### src/rtl/parity_tester.sv
// AXI-Stream byte-packet parity checker: buffers up to 16 bytes, replays them,
// then appends one trailer beat carrying the XOR (LRC) of the packet.
module parity_tester (
    input  logic       a_clk,
    input  logic       axis_aresetn,
    input  logic       axis_s_tvalid,
    input  logic [7:0] axis_s_tdata,
    output logic       axis_s_tready,
    input  logic       axis_s_tlast,
    output logic       axis_m_tvalid,
    output logic [7:0] axis_m_tdata,
    input  logic       axis_m_tready,
    output logic       axis_m_tlast
);

    typedef enum logic [1:0] {StRecv, StSendData, StSendLrc} state_e;

    state_e     state_q, state_d;
    logic [7:0] mem_q [16];
    logic [7:0] mem_d [16];
    logic [4:0] cnt_q, cnt_d;
    logic [3:0] rd_q, rd_d;
    logic [7:0] lrc_q, lrc_d;
    logic       s_tready_q, s_tready_d;
    logic       m_tvalid_q, m_tvalid_d;
    logic [7:0] m_tdata_q, m_tdata_d;
    logic       m_tlast_q, m_tlast_d;
    logic       s_hs, m_hs;

    assign s_hs = s_tready_q & axis_s_tvalid;
    assign m_hs = m_tvalid_q & axis_m_tready;

    always_comb begin
        state_d    = state_q;
        mem_d      = mem_q;
        cnt_d      = cnt_q;
        rd_d       = rd_q;
        lrc_d      = lrc_q;
        s_tready_d = s_tready_q;
        m_tvalid_d = m_tvalid_q;
        m_tdata_d  = m_tdata_q;
        m_tlast_d  = m_tlast_q;
        unique case (state_q)
            StRecv: begin
                s_tready_d = 1'b1;
                if (s_hs) begin
                    mem_d[cnt_q[3:0]] = axis_s_tdata;
                    cnt_d             = cnt_q + 5'd1;
                    lrc_d             = lrc_q ^ axis_s_tdata;
                    if (axis_s_tlast || cnt_q == 5'd15) begin
                        state_d    = StSendData;
                        rd_d       = 4'd0;
                        s_tready_d = 1'b0;
                        m_tvalid_d = 1'b1;
                        m_tlast_d  = 1'b0;
                        // A one-byte packet has not reached mem_q yet.
                        m_tdata_d  = (cnt_q == 5'd0) ? axis_s_tdata : mem_q[0];
                    end
                end
            end
            StSendData: begin
                if (m_hs) begin
                    rd_d = rd_q + 4'd1;
                    if ({1'b0, rd_q} == cnt_q - 5'd1) begin
                        state_d   = StSendLrc;
                        m_tdata_d = lrc_q;
                        m_tlast_d = 1'b1;
                    end else begin
                        m_tdata_d = mem_q[rd_q + 4'd1];
                    end
                end
            end
            StSendLrc: begin
                if (m_hs) begin
                    state_d    = StRecv;
                    cnt_d      = 5'd0;
                    rd_d       = 4'd0;
                    lrc_d      = 8'h00;
                    s_tready_d = 1'b1;
                    m_tvalid_d = 1'b0;
                    m_tdata_d  = 8'h00;
                    m_tlast_d  = 1'b0;
                end
            end
            default: state_d = StRecv;
        endcase
    end

    always_ff @(posedge a_clk) begin
        if (axis_aresetn) begin
            state_q    <= StRecv;
            cnt_q      <= 5'd0;
            rd_q       <= 4'd0;
            lrc_q      <= 8'h00;
            s_tready_q <= 1'b0;
            m_tvalid_q <= 1'b0;
            m_tdata_q  <= 8'h00;
            m_tlast_q  <= 1'b0;
        end else begin
            state_q    <= state_d;
            cnt_q      <= cnt_d;
            rd_q       <= rd_d;
            lrc_q      <= lrc_d;
            s_tready_q <= s_tready_d;
            m_tvalid_q <= m_tvalid_d;
            m_tdata_q  <= m_tdata_d;
            m_tlast_q  <= m_tlast_d;
        end
    end

    // Packet storage needs no reset; cnt_q alone decides which entries are live.
    always_ff @(posedge a_clk) begin
        mem_q <= mem_d;
    end

    assign axis_s_tready = s_tready_q;
    assign axis_m_tvalid = m_tvalid_q;
    assign axis_m_tdata  = m_tdata_q;
    assign axis_m_tlast  = m_tlast_q;

endmodule

### config.mk
export PLATFORM = sky130hd
export DESIGN_NAME = parity_tester
export DESIGN_NICKNAME = d
export VERILOG_FILES = /design/src/rtl/parity_tester.sv
export SDC_FILE = /design/constraint.sdc
export NUM_CORES = 1
export LEC_CHECK = 0
export BUFFER_PORTS_ARGS = -buffer_cell sky130_fd_sc_hd__buf_2
export CORE_ASPECT_RATIO = 0.5
export CORE_MARGIN = 2
export CORE_UTILIZATION = 60
export CTS_BUF_LIST = sky130_fd_sc_hd__clkbuf_8
export CTS_CLUSTER_SIZE = 28
export DETAILED_ROUTE_END_ITERATION = 10
export GPL_TIMING_DRIVEN = 0
export PLACE_DENSITY = 0.87
export SYNTH_ARGS = -nofsm -noshare
export SYNTH_HDL_FRONTEND = slang
export SYNTH_SLANG_ARGS = --single-unit
### constraint.sdc
create_clock -name a_clk -period 7.6 [get_ports a_clk]
set_clock_uncertainty 0.2 [all_clocks]
set_input_delay 1.52 -clock a_clk [delete_from_list [all_inputs] [get_ports a_clk]]
set_output_delay 1.52 -clock a_clk [all_outputs]
set_load 0.02 [all_outputs]
After elaboration in Yosys (flattened, before gate mapping)
Index checks and enable logic that the tools add are counted.
{ "totals": {"register_bits": 158, "latch_bits": 0, "ramBits": 0, "mem_bits_ro": 0, "in_bits": 13, "output_inout_bits": 11, "word_cells": 99, "mem_count": 0} }
{ "classes": {"n_addsub": 3, "mul": 0, "n_div": 0, "magnitude_cmp": 3, "n_eq_ne": 9, "n_shift": 0, "muxes": 42, "bitwise": 5, "reduce_logical": 13} }
{ "op_table": {"columns": ["cell", "count"], "rows": [
  ["bitwise mux 128 bit", 1],
  ["two-way mux 8 bit", 10],
  ["binary-select mux 8 bit (select 4 bit)", 1],
  ["demux 8 bit (select 4 bit)", 1],
  ["one-hot mux 8 bit (3 select lines)", 1],
  ["two-way mux 4 bit", 4],
  ["one-hot mux 8 bit (2 select lines)", 1],
  ["one-hot mux 4 bit (3 select lines)", 1],
  [">= comparator 5 bit, second input constant", 2],
  ["two-way mux 1 bit", 10],
  ["two-way mux 2 bit", 5],
  ["two-way mux 5 bit", 2],
  ["inequality test 2 bit, second input constant", 5],
  ["NOT 4 -> 5 bit", 2],
  ["one-hot mux 5 bit (2 select lines)", 1],
  ["AND reduction 5 bit", 2],
  ["bitwise XOR 8 bit", 1],
  ["one-hot mux 2 bit (3 select lines)", 1],
  ["AND reduction 6 bit", 1],
  ["adder 5 x 1 -> 5 bit, second input constant", 1],
  ["== test 4 x 5 -> 1 bit", 1],
  ["== test 5 x 4 -> 1 bit, second input constant", 1],
  ["logical NOT 5 bit", 1],
  ["less-than comparator 5 x 1 -> 1 bit, second input constant", 1],
  ["15 further kinds", 18]
]} }

Logic depth before layout (Yosys ltp)
{ "depth": {"depth_word": 8, "depth_mapped": 10, "ltp_nobuf": 8} }

Worst setup path before layout
OpenSTA, ideal clock, no wires.
{ "synth_path": {"path_type": "in2reg", "startpoint": "input port axis_s_tvalid", "endpoint": "register mem_q[100] (netlist name) (enable)", "t_arrival_ps": 2450, "t_required_ps": 7017, "setup_slack_ps": 4566, "stages": 3, "n_path_buf": 0, "path_cell_list": "and3_1 nand2_1 nor3_1"} }
{ "synth_between": {"elab_chain_len": 2} }
{ "synth_lines": {"columns": ["element", "line_no", "text"], "rows": [
  ["from (decl)", "6", "input logic axis_s_tvalid,"],
  ["bitwise AND 1 bit", "30", "assign s_hs = s_tready_q & axis_s_tvalid;"],
  ["AND reduction 2 bit (no source line)", null, null],
  ["to (signal assigned)", "113", "mem_q <= mem_d;"],
  ["to (decl)", "19", "logic [7:0] mem_q [16];"]
]} }
Every way passes these cells.
A chain may end at the register's enable or synchronous reset.

Final worst setup path
{ "layout_path": {"startpoint": "input port axis_s_tvalid", "endpoint": "register mem_q[116] (netlist name) (enable)"} }
The elaborated chain is that of the path after synthesis.

==> flow_summary.yaml <==
worst_setup_path:
  criticalPathCategory: "in2reg"
  timing.rr.end: "axis_m_tdata[0]"
  endpoint_kind: "register"
  ff2ff_path_depth: 10
  critical_path_required_ns: 7.47
  arrival_ns: 3.09
  crit_path_start_kind: "input pin"
  reg2reg_slack_ns: 4.49
  r2r-start: "cnt_q[2]"
  cp_max_fo: 8
floorplanning:
  fp.dieArea_mm2: 0.01268
  fp-row-count: 27
  num_io_pins: 24
  die_h_um: 80.63
  initial_utilization_pct: 62.83
  fp.dieW_um: 157.3
  core_mm2: 0.01122
sta:
  period_share_pct: 42.44
  hold_violations: 0
  rsz0062_at_grt: "false"
  fmax_ghz: 0.3100
  max_slew.worst_pin.slew_ns: 1.160
  slew_violations: 0
  setup_viol: 0
  period_needed_ns: 3.225
  tns_ns: 0
  relSlewSlack_pct: 22.08
hold_path:
  whs_path_depth: 2
  hold_path.class: "reg2reg"
  hold_start: "lrc_q[1]"
  hold_path_end: "lrc_q[1]"
synth:
  synth-seq-cells: 158
  async_reset_ff_share_pct: 0
  synth-edff-count: 128
  syn-num-nets: 488
  yosys_warnings: 0
  synth_area_per_cell_um2: 15.19
  netlist_area_mm2: 0.007047
  synth_seq_area_share_pct: 63.07
  synthCells: 464
  yosysUniqueCellTypes: 51
  synth_flop_cell: "edfxtp_1"
route:
  dr_wl_met2_um: 6799
  dr.first_iter.drc_count: 670
  first_pass_iters: 6
  drc: 0
  wl_met1_um: 6496
  postRouteAntennaNets: 0
  num_vias: 4260
  met3_length_um: 1559
  vias_per_cell: 6.302
  wl_per_cell_um: 22.45
  routed_wl_um: 15170
  top_layer: "met4"
placed_design:
  io_buffers: 23
  dp_cells: 646
  globalplace.congestion: 0.9029
  dp_hpwl_um: 10270
job:
  cap_violations: 0
global_route:
  grt_pass1_wl_um: 23290
  grt_max_degree: 20
  grt_pass1_vias: 4047
  grt.overflow.total: 0
  grt_use_total_pct: 26.24
  antenna_found_initial: 0
power:
  powerDensity_mw_per_mm2: 260.7
  p_leak_nw: 2.743
  peakVddDrop_mv: 0.1290
final_layout:
  fin_cells: 676
  drive_gt1_share_pct: 20.50
  diodes: 0
  multi_input_area_mm2: 0.002366
  seq_area_mm2: 0.004444
  fillCellCount: 723
  area_delta_synth_final_pct: 9.251
  nNetsFinal: 530
clock_network:
  clkTransAtPathRegs_ns: 0.08
  cts_max_level: 4
  clock-sinks: 158
  clk_latency_ns: 0.45
  cts_tree: "yes"
  cts_root_buffer: "clkbuf_8"
  ctsHoldBuffers: 0
  post_cts_buffers: 0
  clk_path_buf_depth: 2
  cts.repair.resized: 0
  cts_made_buffers: 17
status:
  status: "completed"
==> synthesized netlist by cell type (2+ instances only) <==
library cell / instances / area share [%]
a211o_1: 3 / 0.37
a21o_1: 2 / 0.21
a21oi_1: 17 / 1.2
a22oi_1: 9 / 0.96
and3_1: 2 / 0.18
buf_1: 2 / 0.11
buf_2: 8 / 0.57
buf_4: 2 / 0.21
buf_6: 5 / 0.80
clkbuf_1: 10 / 0.53
dfxtp_1: 30 / 8.5
edfxtp_1: 128 / 55
ha_1: 11 / 2.0
inv_1: 7 / 0.37
mux2_2: 8 / 1.3
mux2i_1: 18 / 2.6
mux4_1: 10 / 3.7
mux4_2: 22 / 7.0
nand2_1: 26 / 1.4
nand2b_1: 2 / 0.18
nand3_1: 11 / 0.78
nand3b_1: 12 / 1.3
nor2_1: 32 / 1.7
nor2b_1: 2 / 0.18
nor3_1: 6 / 0.43
o211a_1: 9 / 1.3
o211ai_1: 2 / 0.21
o21a_1: 8 / 0.85
o21ai_0: 28 / 2.0
o21ai_1: 7 / 0.50
xnor2_1: 3 / 0.37
xor2_1: 3 / 0.37
==> layer usage <==
layer	vias to the layer above	global-route usage, %
li1	1884	-
met1	2079	37.95
met2	265	38.78
met3	32	7.339
met4	0	8.909
met5	-	0
==> cell usage in the layout, fill, tap and decap left out, types with 10 or more instances in the layout <==
cell type,n
edfxtp_1,128
mux2i_1,18
o21ai_0,28
mux4_1,10
nand3_1,11
mux4_2,22
clkbuf_8,17
clkbuf_1,10
ha_1,11
dfxtp_1,30
nand2_1,26
buf_2,31
nor2_1,32
a21oi_1,17
nand3b_1,12
inv_1,10
==> registers in the layout, indices dropped and copies added (netlist names) <==
name,count
axis_s_tready,1
lrc_q,8
axis_m_tdata,8
axis_m_tlast,1
state_q,2
rd_q,4
axis_m_tvalid,1
cnt_q,5
mem_q,128
==> critical path: stages <==
cell and delay [ns]:
buf_2 0.10, and3_1 0.28, nand2_1 0.24, nor3_1 0.94
==> cell families (layout without fill, tap and decap cells) <==
kind of cell / after synthesis / after routing / synth area share [%]
buffers and inverters: 37 / 90 / 3.356
muxes: 58 / 58 / 14.60
xor gates and xnor gates: 7 / 7 / 0.9768
adders and majority gates: 11 / 11 / 1.953
DFF: 158 / 158 / 63.07
AOI/OAI and AO/OA: 94 / 94 / 9.233
and+or+nand+nor: 99 / 99 / 6.818
==> layout make-up <==
cell class | instances | share of cell area, %
Buffer | 30 | 2.730
Clock buffer | 17 | 3.039
Clock inverter | 13 | 1.349
Inverter | 7 | 0.3413
Multi-Input combinational cell | 269 | 30.73
Sequential cell | 158 | 57.73
Tap cell | 159 | 2.584
Timing Repair Buffer | 23 | 1.495
==> power by group <==
group          leakage [nW]  switching [W]  internal [W]
registers              1.40      0.0000381      0.000980
clock network         0.175       0.000297      0.000250
logic                  1.17       0.000264      0.000177
==> worst max-delay path by stage <==
stage / start / end / cells past startpoint
2_1_floorplan: axis_s_tvalid / mem_q[100] / 3
4_1_cts: axis_s_tvalid / mem_q[116] / 4
5_1_grt: axis_s_tvalid / mem_q[116] / 4
3_3_place_gp: axis_s_tvalid / mem_q[119] / 4
3_5_place_dp: axis_s_tvalid / mem_q[119] / 4
6_report: axis_s_tvalid / mem_q[116] / 4
==> per-stage QoR <==
step	setup slack (ns)	utilization (%)	hold slack [ns]	area [um^2]	power (W)
2_1_floorplan	4.566	-	0.2578	7047	0.001345
3_3_place_gp	3.975	65.63	0.2710	7361	0.001454
3_5_place_dp	3.913	65.63	0.2787	7361	0.001468
4_1_cts	4.387	68.64	0.2966	7699	0.002002
5_1_grt	4.288	68.64	0.3259	7699	0.002086
6_report	4.375	68.64	0.3022	7699	0.002007
No activity file was read; power rests on OpenSTA's default activity.
